==> src/rtl/st_video_pkg.sv <==
// Shared types and constants for the st_video grayscale stage.
package st_video_pkg;

  localparam logic [3:0] PKT_TYPE_VIDEO = 4'h0;
  localparam logic [3:0] PKT_TYPE_CTRL  = 4'hF;

  // BT.601-style luma weights scaled by 256; they sum to exactly 256
  localparam logic [15:0] LUMA_COEF_R = 16'd77;
  localparam logic [15:0] LUMA_COEF_G = 16'd150;
  localparam logic [15:0] LUMA_COEF_B = 16'd29;
  localparam logic [15:0] LUMA_ROUND  = 16'd128;

  typedef enum logic [1:0] {
    IDLE  = 2'd0,
    CTRL  = 2'd1,
    VIDEO = 2'd2
  } pkt_state_e;

  typedef struct packed {
    logic        sop;
    logic        eop;
    logic [23:0] data;
  } beat_t;

endpackage

==> src/rtl/st_video_gray_luma.sv <==
// S2 stage: registered RGB-to-luma multiply-add with valid/sop/eop passthrough.
module rgb_to_luma
  import st_video_pkg::*;
(
  input  logic        clk,
  input  logic        reset,
  input  logic        in_valid,
  input  logic        in_sop,
  input  logic        in_eop,
  input  logic        in_conv,
  input  logic [23:0] in_data,
  output logic        out_valid,
  output logic        out_sop,
  output logic        out_eop,
  output logic [23:0] out_data
);

  logic [15:0] acc;
  logic [7:0]  y;

  // Weighted sum fits in 16 bits (max 256*255+128), so no saturation.
  always_comb begin
    acc = LUMA_COEF_R * {8'd0, in_data[7:0]}
        + LUMA_COEF_G * {8'd0, in_data[15:8]}
        + LUMA_COEF_B * {8'd0, in_data[23:16]}
        + LUMA_ROUND;
    y   = 8'(acc >> 8);
  end

  // Register the converted (or untouched) beat.
  always_ff @(posedge clk or posedge reset) begin
    if (reset) begin
      out_valid <= 1'b0;
      out_sop   <= 1'b0;
      out_eop   <= 1'b0;
      out_data  <= '0;
    end else begin
      out_valid <= in_valid;
      out_sop   <= in_sop;
      out_eop   <= in_eop;
      out_data  <= in_conv ? {y, y, y} : in_data;
    end
  end

endmodule

==> src/rtl/st_video_gray.sv <==
// Avalon-ST video grayscale stage: packet FSM, two-stage pipeline, output FIFO.
//
// state | meaning
// IDLE  | between packets; non-sop beats are dropped
// CTRL  | inside a control packet; beats forwarded unchanged
// VIDEO | inside a video packet; beats after the header are pixels
module st_video_gray
  import st_video_pkg::*;
#(
  parameter int VIDEO_W    = 1920,
  parameter int VIDEO_H    = 1080,
  parameter int FIFO_DEPTH = 8
) (
  input  logic        clk,
  input  logic        reset,
  input  logic [23:0] asi_data,
  input  logic        asi_valid,
  input  logic        asi_sop,
  input  logic        asi_eop,
  output logic        asi_ready,
  output logic [23:0] aso_data,
  output logic        aso_valid,
  output logic        aso_sop,
  output logic        aso_eop,
  input  logic        aso_ready,
  input  logic        gray_en,
  output logic [31:0] frame_cnt,
  output logic        err_short,
  output logic        err_long,
  input  logic        err_clr
);

  localparam int FRAME_PIX = VIDEO_W * VIDEO_H;
  localparam int AW        = $clog2(FIFO_DEPTH);
  localparam int CW        = $clog2(FRAME_PIX + 2);
  localparam logic [CW-1:0] PIX_FULL  = CW'(FRAME_PIX);
  localparam logic [CW-1:0] PIX_OVER  = CW'(FRAME_PIX + 1);
  localparam logic [AW+1:0] OCC_LIMIT = (AW+2)'(FIFO_DEPTH - 3);

  pkt_state_e    state, state_nxt;
  logic [CW-1:0] pix_cnt, pix_nxt, pix_inc;
  logic          gray_q, gray_nxt;
  logic          fwd, is_pix, set_short, set_long, frame_inc;
  logic          run_q;

  logic          s1_valid, s1_sop, s1_eop, s1_conv;
  logic [23:0]   s1_data;
  logic          s2_valid, s2_sop, s2_eop;
  logic [23:0]   s2_data;

  beat_t         mem [FIFO_DEPTH];
  beat_t         head;
  logic [AW:0]   wr_ptr, rd_ptr, fifo_used;
  logic          fifo_empty, pre_ready;
  logic [AW+1:0] occ;

  // Pixel count saturates one past a full frame so over-long packets never wrap.
  always_comb begin
    pix_inc = (pix_cnt == PIX_OVER) ? pix_cnt : pix_cnt + 1'b1;
  end

  // Next-state and beat classification; only accepted beats advance the FSM.
  always_comb begin
    state_nxt = state;
    pix_nxt   = pix_cnt;
    gray_nxt  = gray_q;
    fwd       = 1'b0;
    is_pix    = 1'b0;
    set_short = 1'b0;
    set_long  = 1'b0;
    frame_inc = 1'b0;
    if (asi_valid) begin
      if (asi_sop) begin
        // A sop always restarts; an open video packet is closed as short if incomplete.
        fwd     = 1'b1;
        pix_nxt = '0;
        if (state == VIDEO && pix_cnt < PIX_FULL) set_short = 1'b1;
        if (asi_data[3:0] == PKT_TYPE_VIDEO) begin
          gray_nxt = gray_en;
          if (asi_eop) begin
            set_short = 1'b1;
            state_nxt = IDLE;
          end else begin
            state_nxt = VIDEO;
          end
        end else begin
          state_nxt = asi_eop ? IDLE : CTRL;
        end
      end else begin
        case (state)
          IDLE: ;
          CTRL: begin
            fwd = 1'b1;
            if (asi_eop) state_nxt = IDLE;
          end
          VIDEO: begin
            fwd     = 1'b1;
            is_pix  = 1'b1;
            pix_nxt = pix_inc;
            if (pix_cnt == PIX_FULL) set_long = 1'b1;
            if (asi_eop) begin
              state_nxt = IDLE;
              if (pix_inc == PIX_FULL) frame_inc = 1'b1;
              else if (pix_inc < PIX_FULL) set_short = 1'b1;
            end
          end
          default: state_nxt = IDLE;
        endcase
      end
    end
  end

  // FSM state, pixel count and the gray_en value latched at video sop.
  always_ff @(posedge clk or posedge reset) begin
    if (reset) begin
      state   <= IDLE;
      pix_cnt <= '0;
      gray_q  <= 1'b0;
    end else begin
      state   <= state_nxt;
      pix_cnt <= pix_nxt;
      gray_q  <= gray_nxt;
    end
  end

  // S1: register the forwarded beat and whether it needs conversion.
  always_ff @(posedge clk or posedge reset) begin
    if (reset) begin
      s1_valid <= 1'b0;
      s1_sop   <= 1'b0;
      s1_eop   <= 1'b0;
      s1_conv  <= 1'b0;
      s1_data  <= '0;
    end else begin
      s1_valid <= fwd;
      s1_sop   <= asi_sop;
      s1_eop   <= asi_eop;
      s1_conv  <= is_pix & gray_q;
      s1_data  <= asi_data;
    end
  end

  rgb_to_luma u_luma (
    .clk       (clk),
    .reset     (reset),
    .in_valid  (s1_valid),
    .in_sop    (s1_sop),
    .in_eop    (s1_eop),
    .in_conv   (s1_conv),
    .in_data   (s1_data),
    .out_valid (s2_valid),
    .out_sop   (s2_sop),
    .out_eop   (s2_eop),
    .out_data  (s2_data)
  );

  // FIFO storage; contents are only observed when the FIFO is non-empty.
  always_ff @(posedge clk) begin
    if (s2_valid) mem[wr_ptr[AW-1:0]] <= {s2_sop, s2_eop, s2_data};
  end

  // FIFO pointers carry an extra wrap bit so full and empty are distinguishable.
  always_ff @(posedge clk or posedge reset) begin
    if (reset) begin
      wr_ptr <= '0;
      rd_ptr <= '0;
    end else begin
      if (s2_valid)  wr_ptr <= wr_ptr + 1'b1;
      if (aso_valid) rd_ptr <= rd_ptr + 1'b1;
    end
  end

  // Source side honours ready latency 1 by delaying aso_ready one cycle.
  always_ff @(posedge clk or posedge reset) begin
    if (reset) pre_ready <= 1'b0;
    else       pre_ready <= aso_ready;
  end

  // Holds asi_ready low until the first clock after reset release.
  always_ff @(posedge clk or posedge reset) begin
    if (reset) run_q <= 1'b0;
    else       run_q <= 1'b1;
  end

  // Backpressure leaves room for the beat already in flight on the sink plus pipeline.
  always_comb begin
    fifo_used  = wr_ptr - rd_ptr;
    fifo_empty = (fifo_used == '0);
    occ        = {1'b0, fifo_used} + (AW+2)'(s1_valid) + (AW+2)'(s2_valid);
    asi_ready  = run_q & (occ <= OCC_LIMIT);
    head       = mem[rd_ptr[AW-1:0]];
    aso_valid  = pre_ready & ~fifo_empty;
    aso_data   = fifo_empty ? '0   : head.data;
    aso_sop    = fifo_empty ? 1'b0 : head.sop;
    aso_eop    = fifo_empty ? 1'b0 : head.eop;
  end

  // Frame counter and sticky size errors; a set event beats err_clr.
  always_ff @(posedge clk or posedge reset) begin
    if (reset) begin
      frame_cnt <= '0;
      err_short <= 1'b0;
      err_long  <= 1'b0;
    end else begin
      if (frame_inc) frame_cnt <= frame_cnt + 32'd1;
      if (set_short)    err_short <= 1'b1;
      else if (err_clr) err_short <= 1'b0;
      if (set_long)     err_long  <= 1'b1;
      else if (err_clr) err_long  <= 1'b0;
    end
  end

endmodule

==> config.mk <==
export PLATFORM = sky130hd
export DESIGN_NAME = st_video_gray
export DESIGN_NICKNAME = d
export VERILOG_FILES = /design/src/rtl/st_video_pkg.sv /design/src/rtl/st_video_gray_luma.sv /design/src/rtl/st_video_gray.sv
export SDC_FILE = /design/constraint.sdc
export NUM_CORES = 1
export LEC_CHECK = 0
export BUFFER_PORTS_ARGS = -buffer_cell sky130_fd_sc_hd__buf_2
export CAP_MARGIN = 20
export CELL_PAD_IN_SITES_DETAIL_PLACEMENT = 1
export CELL_PAD_IN_SITES_GLOBAL_PLACEMENT = 2
export CORE_UTILIZATION = 41
export DETAILED_ROUTE_END_ITERATION = 16
export GPL_TIMING_DRIVEN = 0
export PLACE_DENSITY_LB_ADDON = 0.1
export SKIP_LAST_GASP = 1
export SYNTH_ARGS = -nofsm -noshare
export SYNTH_HDL_FRONTEND = slang
export SYNTH_SLANG_ARGS = --single-unit
==> constraint.sdc <==
create_clock -name clk -period 7.54 [get_ports clk]
set_input_delay 1.131 -clock clk [delete_from_list [all_inputs] [get_ports clk]]
set_output_delay 1.131 -clock clk [all_outputs]
set_load 0.03 [all_outputs]
==> out/qor.log, run 1 <==
INFO  clocking       cts_root_buf=sky130_fd_sc_hd__clkbuf_16
INFO  critical_path  worst_path_arrival_time=7.58ns
INFO  finish         area_grow_syn2layout=16.2%
INFO  route          drtPass1Iterations=5
INFO  timing         maxClockFrequency=140MHz
INFO  critical_path  critical_path_start_type=register
INFO  clocking       holdBufCountCts=0
INFO  power          p_leak=0.00793uW
INFO  timing         tightest_slew=1.03ns
INFO  placement      dp.final_hpwl=29100um
INFO  global_route   antenna_found_initial=0
INFO  floorplanning  fp-row-count=73
INFO  placement      port_buffer_count=93
INFO  placement      gp_congestion=0.771
INFO  run_status     run_status=completed
INFO  timing         final.setup.worst_slack=0.398ns
INFO  route          num_vias=10200
INFO  floorplanning  design.core.area=0.0399sqmm
INFO  timing         fin_worst_skew=0.0129ns
INFO  yosys          yosysWarnings=0
INFO  timing         worst_slew_margin_rel=31.0%
INFO  clocking       ctsLongestPathBuffers=3
INFO  timing         report.final.setup_viol=0
INFO  route          drt_drc_violations_left=0
INFO  yosys          synthesized_instance_count=1229
INFO  floorplanning  count_of_boundary_i_o_pins=94
INFO  power          power.density_cell_area=404mW/mm^2
INFO  timing         layout_worst_path_cycle_share=94.7%
INFO  global_route   grt_util_all_layers=20.4%
INFO  floorplanning  die_outline_area=0.0415sqmm
INFO  yosys          yosysUniqueCellTypes=64
INFO  yosys          syn-cell-area=0.0167sqmm
INFO  timing         final_hold_viol_count=0
INFO  finish         layout.nets=1570
INFO  critical_path  worstPathMaxFanout=5
INFO  yosys          synth_fp_nets=1425
INFO  clocking       tritoncts.num_buffers=37
INFO  route          routed_wirelength=40200um
INFO  yosys          synth_enable_flop_cells=208
INFO  critical_path  timing.critical_path.required=7.98ns
INFO  yosys          synth_seq_cells=331
INFO  clocking       clock_latency=0.55ns
INFO  critical_path  worstSetupEndpointType=register
INFO  clocking       worst_setup_hold_path_clk_slew=0.06ns
INFO  clocking       numClockSinks=331
INFO  yosys          synth_seq_area_share=55.9%
INFO  global_route   grt_first_pass_wirelength=64100um
INFO  route          viasPerCell=5.27
INFO  global_route   grt_remaining_overflow=0
INFO  power          total_power=7820uW
INFO  run            maxCapViolations=0
INFO  clocking       cts.htree.levels=2
INFO  min_path       worstHoldPathType=register to register
INFO  yosys          avgSynthCellArea=13.6squm
INFO  timing         rsz0062_at_grt=false
INFO  timing         fin_hold_ws=0.368ns
INFO  floorplanning  initial_utilization=41.8%
INFO  placement      dp_worst_setup_slack=-0.137ns
INFO  timing         fin_crit=7.14ns
INFO  floorplanning  die_y=204um
INFO  timing         report.final.slew_viol_count=0
INFO  floorplanning  chipWidth=204um
INFO  route          drt-wirelength-per-cell=20.9um
INFO  power          ir_worst_vdd=285uV
INFO  global_route   first_global_vias=11000
INFO  finish         layout-drive-gt1-share=18.0%
INFO  route          dr.first_iter.drc_count=384
INFO  route          drt.antenna.violating_nets=0
INFO  yosys          asyncSetResetFlopFracSynth=37.2%
INFO  global_route   grt_max_degree=93
INFO  clocking       cts_setup_buffers=0
INFO  clocking       tritoncts=built
INFO  yosys          postSynth.topFlopCell=sky130_fd_sc_hd__edfxtp_1
INFO  finish         antenna_cells=0
INFO  critical_path  worst-setup-path-type=register to register
## Yosys cell counts (all sizes together) (6+ instances only)
cell | n | area (sq um)
or3 | 6 | 42.5
edfxtp | 208 | 6250
o31ai | 8 | 60.1
nand4 | 26 | 163
fa | 57 | 1140
nand3 | 31 | 165
a31oi | 10 | 62.6
clkbuf | 28 | 105
mux2 | 6 | 67.6
and2 | 8 | 50.1
and4 | 13 | 114
xnor2 | 50 | 438
and3 | 14 | 87.6
dfrtp | 123 | 3080
o21ai | 54 | 270
mux4 | 52 | 1170
xor2 | 14 | 123
inv | 140 | 526
o211ai | 8 | 60.1
nor2 | 31 | 116
nand2 | 97 | 364
a21oi | 48 | 240
nand3b | 6 | 45.0
buf | 18 | 100
ha | 107 | 1340
nor3 | 12 | 60.1
## power breakdown
group	switching (uW)	internal, uW	total, uW
logic	2280	1530	3810
registers	87.5	2090	2180
clock network	741	1090	1840
total	3110	4710	7820
## final cells by class
| cell class | instances | area (sq um) |
|---|---|---|
| fill | 4060 | 20500 |
| sequential | 331 | 9330 |
| multi-input combinational | 711 | 6680 |
| clock buffer | 44 | 962 |
| timing repair buffer | 106 | 726 |
| tap | 525 | 657 |
| inverter | 141 | 534 |
| clock inverter | 24 | 279 |
| buffer | 46 | 205 |
## layer usage
metal	vias up	routed length, um	track usage [%]
li1	4716	-	-
met1	5216	18100	27.5
met2	171	19800	34.2
met3	49	1480	3.20
met4	0	810	5.13
met5	-	0	0
## state kept, by name (all words and copies together) (netlist names), 2 cells and up
name,flops
mem,208
frame_cnt,32
s1_data,24
u_luma.out_data,24
pix_cnt,21
rd_ptr,4
wr_ptr,4
state,2
## kinds of logic after synthesis
group                      after synthesis  share of synthesized area, %
other                                    1                        0.0225
xor gates and xnor gates                64                          3.36
DFF                                    331                          55.9
adders and majority gates              164                          14.9
buffers and inverters                  187                          4.41
muxes                                   59                          7.49
and+or+nand+nor                        263                          8.04
AOI/OAI and AO/OA                      160                          5.88
## worst paths after layout
path,slack (ns),startpoint,endpoint,cells past startpoint
worst max-delay path,0.40,s1_data[14],u_luma.out_data[15],23
worst max register to register,0.40,s1_data[14],u_luma.out_data[15],23
min in group asynchronous,0.56,reset,pix_cnt[11],2
max in group asynchronous,6.20,reset,s1_data[13],3
worst min-delay path,0.37,s1_eop,u_luma.out_eop,0
worst min register to register,0.37,s1_eop,u_luma.out_eop,0
## critical path: stages (launching register included)
cell and delay, ns:
sky130_fd_sc_hd__dfrtp_1 0.58, sky130_fd_sc_hd__ha_1 0.31, sky130_fd_sc_hd__ha_1 0.27, sky130_fd_sc_hd__inv_1 0.05, sky130_fd_sc_hd__fa_1 0.49, sky130_fd_sc_hd__fa_1 0.51, sky130_fd_sc_hd__inv_1 0.04, sky130_fd_sc_hd__ha_1 0.36
sky130_fd_sc_hd__xor2_1 0.22, sky130_fd_sc_hd__fa_1 0.46, sky130_fd_sc_hd__fa_1 0.52, sky130_fd_sc_hd__inv_1 0.05, sky130_fd_sc_hd__fa_1 0.47, sky130_fd_sc_hd__inv_1 0.06, sky130_fd_sc_hd__fa_1 0.48, sky130_fd_sc_hd__ha_1 0.31
sky130_fd_sc_hd__ha_1 0.34, sky130_fd_sc_hd__a21oi_1 0.16, sky130_fd_sc_hd__nand2_1 0.11, sky130_fd_sc_hd__o311ai_2 0.16, sky130_fd_sc_hd__a21oi_2 0.14, sky130_fd_sc_hd__or4_1 0.55, sky130_fd_sc_hd__a31o_2 0.29, sky130_fd_sc_hd__o211ai_1 0.11
## cell usage in the layout (no fill, tap or decap), types with 4 or more instances in the layout
master,instances
sky130_fd_sc_hd__xor2_1,14
sky130_fd_sc_hd__buf_6,9
sky130_fd_sc_hd__mux2_2,5
sky130_fd_sc_hd__or3_1,5
sky130_fd_sc_hd__nand2_1,97
sky130_fd_sc_hd__nand4_1,26
sky130_fd_sc_hd__bufinv_16,5
sky130_fd_sc_hd__fa_1,57
sky130_fd_sc_hd__edfxtp_1,208
sky130_fd_sc_hd__or2_2,4
sky130_fd_sc_hd__nor3_1,10
sky130_fd_sc_hd__clkbuf_16,37
sky130_fd_sc_hd__a31oi_1,10
sky130_fd_sc_hd__nand3_1,29
sky130_fd_sc_hd__and2_1,8
sky130_fd_sc_hd__o21ai_0,54
sky130_fd_sc_hd__clkbuf_1,34
sky130_fd_sc_hd__and4_1,13
sky130_fd_sc_hd__clkinv_2,6
sky130_fd_sc_hd__o211ai_1,8
sky130_fd_sc_hd__ha_1,107
sky130_fd_sc_hd__and3_1,14
sky130_fd_sc_hd__buf_1,7
sky130_fd_sc_hd__nor4_1,4
sky130_fd_sc_hd__a21oi_1,47
sky130_fd_sc_hd__o41ai_1,4
sky130_fd_sc_hd__dfrtp_1,122
sky130_fd_sc_hd__mux4_2,52
sky130_fd_sc_hd__o21a_1,4
sky130_fd_sc_hd__inv_1,139
sky130_fd_sc_hd__xnor2_1,50
sky130_fd_sc_hd__buf_2,101
sky130_fd_sc_hd__inv_6,4
sky130_fd_sc_hd__buf_16,7
sky130_fd_sc_hd__nor2_4,6
sky130_fd_sc_hd__clkinv_1,7
sky130_fd_sc_hd__nor2_1,25
sky130_fd_sc_hd__o31ai_1,8
sky130_fd_sc_hd__nand3b_1,6
## through the flow
step	TNS, ns	utilization, %	instance area [sq um]	std cells
3_5_place_dp	-0.347	45.4	18100	1860
4_1_cts	0	48.5	19400	1928
2_1_floorplan	0	-	16700	1229
3_3_place_gp	-0.253	44.6	17800	1847
6_report	0	48.5	19400	1928
5_1_grt	0	48.5	19400	1928
## repair_timing
| action | in CTS | in global routing |
|---|---|---|
| gates resized for setup | 1 | 3 |
| endpoints found under the hold margin | 0 | 0 |
| setup endpoints to repair | 8 | 12 |
Power figures use the tool's default switching activity.
==> run 2: changes to the inputs <==
Settings changed: CORE_ASPECT_RATIO from default to 0.7, TNS_END_PERCENT from default to 50.
==> run 2 against run 1 <==
Against the previous run: die area about the same; clock power down 3%; cell count rose by 0.67%; combinational power increased by 1%; critical endpoint is now u_luma.out_data[23]; highest routed layer unchanged; non-clock buffer count grew 5; critical path depth did not move; via count fell by 0.14%.
==> out/qor.log, run 2 (synthesis gave the netlist of run 1 again) <==
INFO  timing         maxClockFrequency=139MHz
INFO  power          seqPwrFrac=27.8%
INFO  floorplanning  chipWidth=243um
INFO  timing         tightest_slew=1.02ns
INFO  global_route   grt_remaining_overflow=0
INFO  global_route   grt_util_all_layers=20.6%
INFO  timing         totalNegativeSetupSlack=0ns
INFO  power          ir_worst_vdd=290uV
INFO  critical_path  critical_path_start_type=register
INFO  placement      dp_worst_setup_slack=-0.181ns
INFO  clocking       clock_latency=0.56ns
INFO  finish         area_grow_syn2layout=16.1%
INFO  timing         final.setup.worst_slack=0.345ns
INFO  finish         post_route_insts_no_fill=1941
INFO  timing         layout_worst_path_cycle_share=95.4%
INFO  finish         largest_reg_flops=208
INFO  power          power.combinational.fraction=49.3%
INFO  clocking       worst_setup_hold_path_clk_slew=0.06ns
INFO  clocking       tritoncts=built
INFO  critical_path  worstPathMaxFanout=5
INFO  finish         antenna_cells=0
INFO  finish         postLayoutCoreUtil=48.5%
INFO  critical_path  timing.critical_path.required=7.99ns
INFO  power          power.density_cell_area=405mW/mm^2
INFO  clocking       cts.htree.levels=2
INFO  critical_path  timing.critical_path.slowest_cell_delay=0.56ns
INFO  power          p_sw=3180uW
INFO  route          num_vias=10100
INFO  timing         report.final.setup_viol=0
INFO  global_route   antenna_found_initial=2
INFO  finish         layout.nets=1574
INFO  global_route   grt_first_pass_wirelength=64900um
INFO  min_path       worstHoldPathType=register to register
INFO  route          viasPerCell=5.22
INFO  route          drtPass1Iterations=4
INFO  finish         final_common_cell=sky130_fd_sc_hd__edfxtp_1
INFO  run_status     run_status=completed
INFO  timing         final_hold_viol_count=0
INFO  clocking       cts_root_buf=sky130_fd_sc_hd__clkbuf_16
INFO  route          routed_wirelength=41200um
INFO  power          swShare=40.6%
INFO  critical_path  worst-r2r-setup-slack=0.35ns
INFO  critical_path  critical_path.cell_chain=ha_1 -> ha_1 -> inv_1 -> fa_1 -> fa_1 -> inv_1 -> ha_1 -> xor2_1 -> fa_1 -> fa_1 -> inv_1 -> fa_1 -> inv_1 -> fa_1 -> ha_1 -> ha_1 -> a21oi_1 -> nand2_1 -> o311ai_2 -> a21oi_2 -> or4_1 -> a31o_2 -> nand3_1
INFO  run            maxCapViolations=0
INFO  route          drt-wirelength-per-cell=21.2um
INFO  placement      place_inst=1870
INFO  route          drt.antenna.violating_nets=0
INFO  placement      dp.final_hpwl=29800um
INFO  finish         layout-drive-gt1-share=18.6%
INFO  route          dr.first_iter.drc_count=506
INFO  floorplanning  die_outline_area=0.0415sqmm
INFO  placement      port_buffer_count=93
INFO  global_route   first_global_vias=10800
INFO  critical_path  worst-setup-path-type=register to register
INFO  power          power.clock.fraction=22.9%
INFO  global_route   grt_max_degree=90
INFO  placement      gp_congestion=0.764
INFO  timing         worst_slew_margin_rel=31.7%
INFO  route          drt_drc_violations_left=0
INFO  critical_path  crit_slowest_cell=sky130_fd_sc_hd__or4_1
INFO  finish         filler_cell_count=3989
INFO  timing         report.final.slew_viol_count=0
INFO  floorplanning  fp-row-count=61
INFO  floorplanning  count_of_boundary_i_o_pins=94
INFO  power          p_leak=0.00793uW
INFO  clocking       ctsLongestPathBuffers=3
INFO  critical_path  worst_path_arrival_time=7.65ns
INFO  critical_path  crit_top_cell=sky130_fd_sc_hd__fa_1
INFO  finish         layout_common_cells=sky130_fd_sc_hd__edfxtp_1 (208), sky130_fd_sc_hd__inv_1 (139), sky130_fd_sc_hd__dfrtp_1 (119)
INFO  floorplanning  initial_utilization=41.8%
INFO  floorplanning  die_y=171um
INFO  floorplanning  design.core.area=0.0399sqmm
INFO  clocking       tritoncts.num_buffers=36
INFO  timing         fin_crit=7.19ns
INFO  timing         fin_worst_skew=0.0268ns
INFO  clocking       numClockSinks=331
INFO  power          internal-power=4650uW
INFO  critical_path  worstSetupEndpointType=register
-- run 2: power groups by stage --
stage / Clock, uW / Combinational, uW / Sequential, uW
after floorplan: 0 / 2760 / 2180
after global placement: 0 / 3710 / 2220
after detailed placement: 0 / 3820 / 2220
after CTS: 1850 / 3870 / 2180
after global routing: 1910 / 4350 / 2190
final: 1790 / 3860 / 2180
-- run 2: cell type report --
cell class	instances	area [sq um]	area share (%)
Buffer	46	205	1.06
Multi-Input combinational cell	711	6680	34.5
Timing Repair Buffer	111	744	3.85
Tap cell	535	669	3.46
Inverter	141	534	2.76
Sequential cell	331	9330	48.2
Clock buffer	44	961	4.97
Clock inverter	22	229	1.18
-- run 2: critical path: cells and delay by family, from the launching register on --
family	cells	cell delay, ns
xor gates and xnor gates	1	0.22
adders and majority gates	11	4.54
and+or+nand+nor	3	0.84
buffers and inverters	4	0.20
DFF	1	0.49
AOI/OAI and AO/OA	4	0.78
-- run 2: layer usage --
layer	GRT usage (%)	up-vias	part of all wire, %
li1	-	4727	-
met1	31.0	5211	51
met2	31.4	155	44
met3	3.04	45	3.5
met4	4.92	0	1.7
met5	0	-	0
-- run 2: path summary, 6_finish.rpt --
path / end / startpoint / cells after the start
setup / recovery: u_luma.out_data[23] / s1_data[12] / 23
setup reg to reg: u_luma.out_data[23] / s1_data[12] / 23
hold reg to reg: u_luma.out_sop / s1_sop / 0
max in group asynchronous: wr_ptr[3] / reset / 3
min in group asynchronous: s1_data[5] / reset / 2
hold / removal: u_luma.out_sop / s1_sop / 0
-- run 2: stage by stage --
| stage | hold slack, ns | area [sq um] | power [uW] |
|---|---|---|---|
| final | 0.464 | 19400 | 7830 |
| after global routing | 0.464 | 19400 | 8450 |
| after CTS | 0.454 | 19300 | 7890 |
| after detailed placement | 0.441 | 18100 | 6040 |
| after global placement | 0.443 | 17800 | 5930 |
| after floorplan | 0.331 | 16700 | 4940 |
-- run 2: repair_timing --
action	in CTS	in global routing
buffers inserted	0	5
gates cloned	0	0
pin swaps	0	1
resized for setup	1	7
endpoints found under the setup margin	4	10
hold buffers	0	0
